`config.mk`:
```
export PLATFORM = sky130hd
export DESIGN_NAME = led_pattern_engine_flat
export DESIGN_NICKNAME = d
export VERILOG_FILES = /design/src/rtl/led_pattern_engine_if.sv /design/src/rtl/led_pattern_engine.sv /design/src/flat_wrapper.sv
export SDC_FILE = /design/constraint.sdc
export NUM_CORES = 1
export LEC_CHECK = 0
export CAP_MARGIN = 20
export CORE_MARGIN = 3
export CORE_UTILIZATION = 45
export CTS_CLUSTER_SIZE = 10
export DETAILED_ROUTE_END_ITERATION = 10
export GPL_ROUTABILITY_DRIVEN = 1
export HOLD_SLACK_MARGIN = 0.15
export PLACE_DENSITY_LB_ADDON = 0.15
export SKIP_LAST_GASP = 1
export SYNTH_ARGS = -nofsm -noshare
export SYNTH_HDL_FRONTEND = slang
export SYNTH_SLANG_ARGS = --single-unit
```
`constraint.sdc`:
```
create_clock -name clk -period 2.21 [get_ports clk]
set_input_delay 0.3315 -clock clk [delete_from_list [all_inputs] [get_ports clk]]
set_output_delay 0.3315 -clock clk [all_outputs]
set_load 0.01 [all_outputs]
```
`src/rtl/led_pattern_engine_if.sv`:
```
// Switch-side controls and LED-side outputs of the LED pattern engine.
// The engine attaches through the slave modport; the driver of the switches uses master.
interface led_pattern_engine_if #(
  parameter int unsigned N_LED = 16
);
  logic [1:0]       speed;
  logic [1:0]       mode;
  logic             pause;
  logic [N_LED-1:0] led;
  logic             step;

  modport master (
    output speed, mode, pause,
    input  led, step
  );

  modport slave (
    input  speed, mode, pause,
    output led, step
  );
endinterface

```
`src/rtl/led_pattern_engine.sv`:
```
// LED bar pattern engine: chase-left, chase-right, bounce and fill at four speeds,
// stepped by an internal prescaler tick-enable, with an all-on INIT phase after reset.
module led_pattern_engine #(
  parameter int unsigned N_LED       = 16,
  parameter int unsigned BASE_PERIOD = 25_000_000,
  parameter int unsigned PRE_W       = 32
) (
  input  logic                  clk,
  input  logic                  rst,
  led_pattern_engine_if.slave   io
);

  localparam int unsigned POS_W = $clog2(N_LED);
  localparam int unsigned LVL_W = $clog2(N_LED + 1);

  localparam logic [POS_W-1:0] LAST_POS = POS_W'(N_LED - 1);
  localparam logic [LVL_W-1:0] FULL_LVL = LVL_W'(N_LED);

  typedef enum logic {
    ST_INIT,
    ST_RUN
  } state_e;

  typedef enum logic [1:0] {
    M_CHASE_L = 2'd0,
    M_CHASE_R = 2'd1,
    M_BOUNCE  = 2'd2,
    M_FILL    = 2'd3
  } mode_e;

  state_e           state_q, state_d;
  logic [PRE_W-1:0] cnt_q,   cnt_d;
  logic [POS_W-1:0] pos_q,   pos_d;
  logic             dir_q,   dir_d;   // 0 = up, 1 = down (bounce only)
  logic [LVL_W-1:0] lvl_q,   lvl_d;
  logic [N_LED-1:0] led_q,   led_d;
  logic             step_q,  step_d;
  logic [1:0]       mode_q;
  logic [1:0]       speed_q;

  logic [PRE_W-1:0] period;
  logic             tick;
  logic             chg;
  mode_e            mode_cur;
  logic [POS_W-1:0] start_pos;
  logic [N_LED-1:0] start_led;
  logic [POS_W-1:0] next_pos;
  logic [LVL_W-1:0] next_lvl;

  function automatic logic [N_LED-1:0] onehot(input logic [POS_W-1:0] p);
    return N_LED'(1) << p;
  endfunction

  function automatic logic [N_LED-1:0] fill_bar(input logic [LVL_W-1:0] l);
    logic [N_LED-1:0] b;
    b = '0;
    for (int unsigned i = 0; i < N_LED; i++) begin
      b[i] = (LVL_W'(i) < l);
    end
    return b;
  endfunction

  assign mode_cur = mode_e'(io.mode);
  assign period   = PRE_W'(BASE_PERIOD) << (2'd3 - io.speed);
  assign tick     = (cnt_q == period - PRE_W'(1)) && !io.pause;
  assign chg      = (io.mode != mode_q) || (io.speed != speed_q);

  // Start pattern for the mode currently on the switches.
  always_comb begin
    start_pos = '0;
    start_led = '0;
    case (mode_cur)
      M_CHASE_R: begin
        start_pos = LAST_POS;
        start_led = onehot(LAST_POS);
      end
      M_FILL: begin
        start_led = fill_bar(LVL_W'(1));
      end
      default: begin
        start_led = onehot('0);
      end
    endcase
  end

  always_comb begin
    state_d  = state_q;
    cnt_d    = cnt_q;
    pos_d    = pos_q;
    dir_d    = dir_q;
    lvl_d    = lvl_q;
    led_d    = led_q;
    step_d   = 1'b0;
    next_pos = pos_q;
    next_lvl = lvl_q;

    if (chg) begin
      // INIT only restarts its timer; RUN also reloads the start pattern, even while paused.
      cnt_d = '0;
      if (state_q == ST_RUN) begin
        pos_d = start_pos;
        dir_d = 1'b0;
        lvl_d = LVL_W'(1);
        led_d = start_led;
      end
    end else if (!io.pause) begin
      cnt_d = tick ? '0 : cnt_q + PRE_W'(1);
      if (tick) begin
        step_d = 1'b1;
        if (state_q == ST_INIT) begin
          state_d = ST_RUN;
          pos_d   = start_pos;
          dir_d   = 1'b0;
          lvl_d   = LVL_W'(1);
          led_d   = start_led;
        end else begin
          case (mode_cur)
            M_CHASE_L: begin
              next_pos = (pos_q == LAST_POS) ? '0 : pos_q + POS_W'(1);
              pos_d    = next_pos;
              led_d    = onehot(next_pos);
            end
            M_CHASE_R: begin
              next_pos = (pos_q == '0) ? LAST_POS : pos_q - POS_W'(1);
              pos_d    = next_pos;
              led_d    = onehot(next_pos);
            end
            M_BOUNCE: begin
              // Reverse on arrival so each endpoint is shown for a single step.
              if (!dir_q) begin
                next_pos = pos_q + POS_W'(1);
                if (next_pos == LAST_POS) dir_d = 1'b1;
              end else begin
                next_pos = pos_q - POS_W'(1);
                if (next_pos == '0) dir_d = 1'b0;
              end
              pos_d = next_pos;
              led_d = onehot(next_pos);
            end
            default: begin
              next_lvl = (lvl_q == FULL_LVL) ? '0 : lvl_q + LVL_W'(1);
              lvl_d    = next_lvl;
              led_d    = fill_bar(next_lvl);
            end
          endcase
        end
      end
    end
  end

  always_ff @(posedge clk) begin
    if (rst) begin
      state_q <= ST_INIT;
      cnt_q   <= '0;
      pos_q   <= '0;
      dir_q   <= 1'b0;
      lvl_q   <= '0;
      led_q   <= '1;
      step_q  <= 1'b0;
      mode_q  <= io.mode;
      speed_q <= io.speed;
    end else begin
      state_q <= state_d;
      cnt_q   <= cnt_d;
      pos_q   <= pos_d;
      dir_q   <= dir_d;
      lvl_q   <= lvl_d;
      led_q   <= led_d;
      step_q  <= step_d;
      mode_q  <= io.mode;
      speed_q <= io.speed;
    end
  end

  assign io.led  = led_q;
  assign io.step = step_q;

endmodule

```
`src/flat_wrapper.sv`:
```
// flat-port wrapper written by rule: the top's interface ports become plain ports
module led_pattern_engine_flat 
#(
  parameter int unsigned N_LED       = 16,
  parameter int unsigned BASE_PERIOD = 25_000_000,
  parameter int unsigned PRE_W       = 32
)
  (clk, rst, io_speed, io_mode, io_pause, io_led, io_step);
  led_pattern_engine_if #(.N_LED(N_LED)) io_i ();
  input  logic clk;
  input  logic rst;
  input wire logic [$bits(io_i.speed)-1:0] io_speed;
  input wire logic [$bits(io_i.mode)-1:0] io_mode;
  input wire logic [$bits(io_i.pause)-1:0] io_pause;
  output wire logic [$bits(io_i.led)-1:0] io_led;
  output wire logic [$bits(io_i.step)-1:0] io_step;
  assign io_i.speed = io_speed;
  assign io_i.mode = io_mode;
  assign io_i.pause = io_pause;
  assign io_led = io_i.led;
  assign io_step = io_i.step;
  led_pattern_engine #(.N_LED(N_LED), .BASE_PERIOD(BASE_PERIOD), .PRE_W(PRE_W)) u_core (.clk(clk), .rst(rst), .io(io_i));
endmodule
```
==> qor.csv, run 1 <==
stage,metric,value,unit
status,outcome,finished clean,
power,p_leak,2.02,nW
power,intPower,1.87,mW
drt,drt_iter0_drc,185,
clock_tree,clk_latency,0.34,ns
clock_tree,clockRootBuffer,clkbuf_8,
setup_path,critical_path_peak_fanout,4,
synth,ys_seq_elements,64,
synth,ys.warnings.count,0,
synth,syn_area,3820,um^2
synth,synth_nets,490,
clock_tree,cts_tree,built,
sta,fin_crit_sh,99.8,%
synth,synth-edff-count,0,
floorplanning,coreArea,7970,um^2
sta,layout_setup_ws,0.00500,ns
clock_tree,clock_sinks,64,
power,pwr-share-clk,42.7,%
clock_tree,h-tree-depth,3,
global_routing,grt_start_max_net_pins,31,
synth,avgSynthCellArea,8.12,um^2
final_layout,post-route-util,68.7,%
placed_design,io_buffers,23,
setup_path,critPathArrivalTime,2.45,ns
final_layout,fin_nets,604,
drt,antenna_left,0,
sta,fin_skew,0.00813,ns
global_routing,grt_overflow,0,
placed_design,gp_congestion,0.906,
power,netSwitchingPower,0.578,mW
power,combPwrFrac,10.0,%
drt,vias_per_cell,5.75,
power,seq_power_share,47.3,%
global_routing,grt_pass1_vias,3756,
drt,drc,0,
drt,drt-wirelength-per-cell,15.9,um
synth,synth_cell_type_count,64,
floorplanning,ioPinCount,24,
clock_tree,cts_made_buffers,9,
sta,setup_viol,0,
global_routing,antenna_found_initial,0,
synth,syn_inst,471,
floorplanning,rows,32,
drt,vias,3974,
global_routing,gr-usage-all-layers,21.9,%
drt,totalWireLength,11.0,mm
min_path,min_path_type,primary input to flop,
final_layout,diodes,0,
sta,maxSlewViolCount,0,
floorplanning,die_h,98.2,um
drt,drt_pass1_iterations,5,
clock_tree,postCtsHoldBufs,0,
placed_design,post-place-ws,-0.616,ns
power,p_sw_share,23.6,%
placed_design,hpwl,7.65,mm
setup_path,criticalPathCategory,primary input to flop,
synth,yosysSeqAreaShare,33.5,%
sta,period_minus_slack,2.21,ns
sta,worst_slew_pin_slew,0.664,ns
clock_tree,path_clk_slew,0.07,ns
power,peakVddDrop,333,uV
clock_tree,clockBufferDepth,2,
synth,async_reset_ff_share,0,%
job,drv_cap,0,
floorplanning,dieWidth,98.2,um
sta,grt_setup_unrepaired,true,
power,p_per_area,447,nW/um^2
final_layout,drive_gt1_share,31.6,%
floorplanning,start_util,48.0,%
global_routing,grt_pass1_wl,17.5,mm
final_layout,syn_to_final_growth,43.1,%
sta,finalHoldViolations,0,
floorplanning,die_area,9640,um^2
setup_path,cp-end-kind,flop,
synth,synthFlopType,dfxtp_1,
sta,maxSlewHeadroom,55.3,%
sta,timing.fmax,454,MHz
setup_path,startpoint_type,primary input,
setup_path,required,2.45,ns
## Yosys cell counts (2+ instances only)
library cell / count / area, um^2
dfxtp_1: 64 / 1280
nor2_1: 54 / 203
a21oi_1: 44 / 220
nand2_1: 31 / 116
xor2_1: 23 / 201
nand3_1: 20 / 100
inv_1: 19 / 71.3
xnor2_1: 18 / 158
o21ai_0: 16 / 80.1
nand4_1: 14 / 87.6
o31ai_1: 14 / 105
a31oi_1: 13 / 81.3
ha_1: 12 / 150
clkbuf_1: 11 / 41.3
nor3_1: 9 / 45.0
nand2b_1: 8 / 50.1
and4_1: 6 / 52.6
buf_2: 6 / 30.0
o22ai_1: 6 / 37.5
and3_1: 5 / 31.3
nand4b_1: 5 / 43.8
nor2b_1: 5 / 31.3
and2_1: 4 / 25.0
buf_1: 4 / 15.0
nor3b_1: 4 / 30.0
and4b_1: 3 / 30.0
nor4_1: 3 / 18.8
nor4b_1: 3 / 26.3
a2111oi_0: 2 / 17.5
a211oi_1: 2 / 15.0
a221o_1: 2 / 20.0
a22oi_1: 2 / 15.0
a311oi_1: 2 / 17.5
and4bb_2: 2 / 25.0
mux2_2: 2 / 22.5
nand3b_1: 2 / 15.0
nor4bb_1: 2 / 20.0
o22a_1: 2 / 17.5
or3_1: 2 / 12.5
## metal layers
layer | up-vias | wire length, um | track usage, %
met4 | 0 | 248 | 7.77
met5 | - | 0 | 0
li1 | 1946 | - | -
met2 | 123 | 5660 | 38.4
met1 | 1887 | 4570 | 26.5
met3 | 18 | 520 | 4.29
## worst paths after layout
path | startpoint | end | slack, ns | cells after the start
min reg2reg | u_core.cnt_q[1] | u_core.cnt_q[1] | 0.48 | 2
max reg2reg | u_core.cnt_q[15] | u_core.io.led[2] | 0.03 | 9
max | io_mode[0] | u_core.io.led[5] | 0.005 | 9
min | io_speed[0] | u_core.speed_q[0] | 0.44 | 3
## cells by family (layout without fill, tap and decap cells)
group | Yosys count | in the layout | synth area share, %
AO/OA/AOI/OAI | 122 | 122 | 21.2
XOR/XNOR | 41 | 41 | 9.39
adder cells (fa/ha/maj) | 12 | 12 | 3.93
buffers and inverters | 41 | 159 | 4.42
flip-flops | 64 | 64 | 33.5
multiplexers | 2 | 2 | 0.589
AND/OR/NAND/NOR | 189 | 189 | 27.0
## layout by cell type (no fill, tap or decap), types with 7 or more instances in the layout
cell type,n
buf_4,92
dfxtp_1,60
nor2_1,53
nand2_1,29
a21oi_1,26
xor2_1,22
clkdlybuf4s50_1,21
inv_1,19
xnor2_1,18
nand3_1,18
nand4_1,14
o21ai_0,14
a21oi_2,13
a31oi_1,13
clkbuf_8,12
ha_1,10
nor3_1,9
o31ai_1,7
## layout make-up
class                   instances  area [um^2]
inverters                      19         71.3
clock inverters                 3         40.0
repair buffers                125         1090
clock buffers                  12          165
flip-flops and latches         64         1290
fillers                       647         2490
multi-input cells             366         2700
well taps                     102          128
## critical path, cell delays in order
cell	delay (ns)
clkdlybuf4s50_1	0.48
inv_1	0.07
ha_1	0.33
nor3b_1	0.16
or2_2	0.29
nor4_1	0.25
buf_4	0.18
a31oi_1	0.10
o31ai_1	0.25
## power by group through the flow
stage               clock (mW)  combinational [mW]  sequential, mW
finish                    1.05               0.244            1.16
CTS                       1.06               0.224            1.16
global route              1.11               0.265            1.16
floorplan                    0               0.123            1.19
detailed placement           0               0.219            1.19
global placement             0               0.217            1.19
## repair_timing
action	4_1_cts	5_1_grt
resized for setup	14	50
gates cloned	0	4
pin swaps	12	18
hold endpoints to repair	0	0
setup buffers	10	1
endpoints found under the setup margin	58	53
## stage by stage
step	setup TNS (ns)	power (mW)	hold slack (ns)	instance area, um^2	instances
after floorplan	0	1.31	0.359	3910	471
after global placement	-27.73	1.40	0.452	4820	661
after detailed placement	-32.24	1.40	0.463	4820	661
after CTS	0	2.44	0.479	5180	686
after global routing	-0.521	2.53	0.437	5470	691
final	0	2.45	0.444	5470	691
## state kept, by name, summed over array words and instances, names as in the netlist
register	flops
u_core.state_q	1
u_core.dir_q	1
u_core.cnt_q	32
u_core.io.led	16
u_core.speed_q	2
u_core.io.step	1
u_core.pos_q	4
u_core.lvl_q	5
u_core.mode_q	2
(Power assumes the default switching activity.)
==> inputs of run 2 (changes only) <==
GPL_TIMING_DRIVEN = 0   (was unset)
==> run 2 against run 1 <==
Routed wire length fell by 3.9%. Sequential power barely moved. Hold slack worse by 0.26 ns. Worst setup slack got worse by 0.00091 ns. Count of clock-buffer cells in the layout stayed put. Flip-flop and latch count unchanged. Die area stayed put. Critical path type is now flop to flop. Highest routed layer unchanged.
==> qor.csv, run 2 (synthesized netlist as in run 1, its figures left out) <==
stage,metric,value,unit,change
sta,fin_skew,0.00701,ns,was 0.00813 ns
job,drv_cap,0,,unchanged
final_layout,final_cell_mix,"dfxtp_1, nor2_1, a21oi_1, nand2_1, buf_4",,"was buf_4, dfxtp_1, nor2_1, nand2_1, a21oi_1"
floorplanning,dieWidth,98.2,um,unchanged
power,netSwitchingPower,0.582,mW,was 0.578 mW
global_routing,antenna_found_initial,0,,unchanged
setup_path,crit_end,u_core.io.led[11],,was u_core.io.led[5]
sta,timing.fmax,453,MHz,was 454 MHz
final_layout,final_cell_area,4920,um^2,was 5470 um^2
setup_path,startpoint_type,flop,,was primary input
placed_design,post-place-ws,-1.14,ns,was -0.616 ns
drt,drt_iter0_drc,142,,was 185
floorplanning,coreArea,7970,um^2,unchanged
final_layout,drive_gt1_share,25.2,%,was 31.6%
setup_path,r2r_setup_slack,0.004,ns,was 0.03 ns
drt,vias_per_cell,5.86,,was 5.75
power,intPower,1.69,mW,was 1.87 mW
final_layout,diodes,0,,unchanged
drt,drt-wirelength-per-cell,16.8,um,was 15.9 um
global_routing,gr-usage-all-layers,20.9,%,was 21.9%
setup_path,reg2reg_to,u_core.io.led[11],,was u_core.io.led[2]
global_routing,grt_overflow,0,,unchanged
placed_design,hpwl,6.93,mm,was 7.65 mm
final_layout,fillers,692,,was 647
global_routing,grt_pass1_vias,3508,,was 3756
final_layout,final_common_cell,dfxtp_1,,was buf_4
clock_tree,clockBufferDepth,2,,unchanged
power,seq_power_share,50.9,%,was 47.3%
placed_design,dpl_cell_area,4250,um^2,was 4820 um^2
setup_path,required,2.44,ns,was 2.45 ns
min_path,min_path_type,primary input to flop,,unchanged
sta,setup_viol,0,,unchanged
clock_tree,path_clk_slew,0.07,ns,about the same
clock_tree,clockRootBuffer,clkbuf_8,,unchanged
sta,grt_setup_unrepaired,true,,unchanged
global_routing,grt_pass1_wl,16.6,mm,was 17.5 mm
sta,maxSlewViolCount,0,,unchanged
final_layout,regMostFlops,u_core.cnt_q,,unchanged
placed_design,io_buffers,22,,was 23
power,p_sw_share,25.6,%,was 23.6%
placed_design,placed_cells,595,,was 661
clock_tree,cts_made_buffers,9,,unchanged
sta,finalHoldViolations,0,,unchanged
sta,whs,0.187,ns,was 0.444 ns
drt,drc,0,,unchanged
clock_tree,clock_sinks,64,,unchanged
floorplanning,rows,32,,unchanged
power,combPwrFrac,9.3,%,was 10.0%
setup_path,cp-startpoint,u_core.cnt_q[24],,was io_mode[0]
placed_design,gp_congestion,0.928,,was 0.906
clock_tree,h-tree-depth,3,,unchanged
power,p_leak,1.64,nW,was 2.02 nW
final_layout,post-route-util,61.8,%,was 68.7%
setup_path,critical_path_peak_fanout,6,,was 4
global_routing,grt_start_max_net_pins,12,,was 31
setup_path,r2r_cells,8,,was 9
clock_tree,cts_tree,built,,unchanged
final_layout,largest_register_ff_count,32,,unchanged
final_layout,instances_no_fill,629,,was 691
setup_path,worstReg2RegStart,u_core.cnt_q[24],,was u_core.cnt_q[15]
setup_path,criticalPathCategory,flop to flop,,was primary input to flop
drt,antenna_left,0,,unchanged
sta,maxSlewHeadroom,54.3,%,was 55.3%
final_layout,syn_to_final_growth,28.8,%,was 43.1%
clock_tree,clk_latency,0.34,ns,about the same
sta,worst_slew_pin_slew,0.680,ns,was 0.664 ns
floorplanning,die_h,98.2,um,unchanged
status,outcome,finished clean,,unchanged
floorplanning,ioPinCount,24,,unchanged
floorplanning,start_util,48.0,%,unchanged
power,pwr-share-clk,39.9,%,was 42.7%
sta,fin_crit_sh,99.8,%,about the same
setup_path,critPathArrivalTime,2.44,ns,was 2.45 ns
floorplanning,die_area,9640,um^2,unchanged
sta,period_minus_slack,2.21,ns,about the same
clock_tree,postCtsHoldBufs,0,,unchanged
power,peakVddDrop,376,uV,was 333 uV
setup_path,cp-end-kind,flop,,unchanged
sta,layout_setup_ws,0.00409,ns,was 0.00500 ns
drt,vias,3684,,was 3974
drt,totalWireLength,10.6,mm,was 11.0 mm
final_layout,fin_nets,542,,was 604
drt,drt_pass1_iterations,5,,unchanged
power,p_per_area,461,nW/um^2,was 447 nW/um^2
==> run 2: area by class of cell <==
| cell class | instances | area (um^2) | area share [%] |
|---|---|---|---|
| buffer | 17 | 103 | 2.08 |
| tap | 102 | 128 | 2.59 |
| clock buffer | 12 | 155 | 3.15 |
| timing repair buffer | 46 | 399 | 8.10 |
| sequential | 64 | 1300 | 26.4 |
| clock inverter | 3 | 17.5 | 0.356 |
| inverter | 19 | 71.3 | 1.45 |
| multi-input combinational | 366 | 2750 | 55.8 |
==> run 2: critical path, stage by stage (launching register included) <==
cell       delay [ns]
dfxtp_1          0.42
nand2b_1         0.17
a2111oi_4        0.45
o2111a_2         0.31
buf_4            0.16
a31oi_4          0.13
buf_6            0.18
a21oi_2          0.18
o31ai_4          0.09
==> run 2: what timing repair did <==
| item | CTS | global route |
|---|---|---|
| gates resized for setup | 55 | 57 |
| buffers inserted | 17 | 6 |
| cloned | 0 | 1 |
| setup endpoints to repair | 60 | 56 |
| pin swaps | 15 | 18 |
==> run 2: per-stage QoR <==
stage / setup TNS (ns) / total power [mW]
2_1_floorplan: 0 / 1.31
3_3_place_gp: -56.01 / 1.36
3_5_place_dp: -58.09 / 1.36
4_1_cts: -0.0382 / 2.27
5_1_grt: -1.69 / 2.36
6_report: 0 / 2.27
==> run 2: power groups by stage <==
stage                     sequential [mW]  combinational (mW)  clock [mW]
after floorplan                      1.19               0.123           0
after global placement               1.19               0.173           0
after detailed placement             1.19               0.173           0
after CTS                            1.16               0.190       0.924
after global routing                 1.15               0.226       0.982
final                                1.16               0.210       0.906
==> run 2: per-layer routing <==
metal / part of all wire [%] / GRT usage (%) / up-vias
met2: 50 / 35.6 / 105
met1: 43 / 26.2 / 1733
met3: 4.6 / 3.93 / 19
met5: 0 / 0 / -
li1: - / - / 1827
met4: 1.9 / 7.56 / 0
==> run 2: how the worst min path moves through the flow <==
stage                           start           endpoint  slack, ns  cells after the start
finish                    io_speed[1]  u_core.speed_q[1]       0.19                      1
global route              io_speed[1]  u_core.speed_q[1]       0.17                      1
CTS                       io_speed[1]  u_core.speed_q[1]       0.16                      1
detailed placement  u_core.io.led[11]  u_core.io.led[11]       0.46                      2
global placement     u_core.io.led[4]   u_core.io.led[4]       0.45                      2
floorplan                  io_mode[0]   u_core.mode_q[0]       0.36                      0
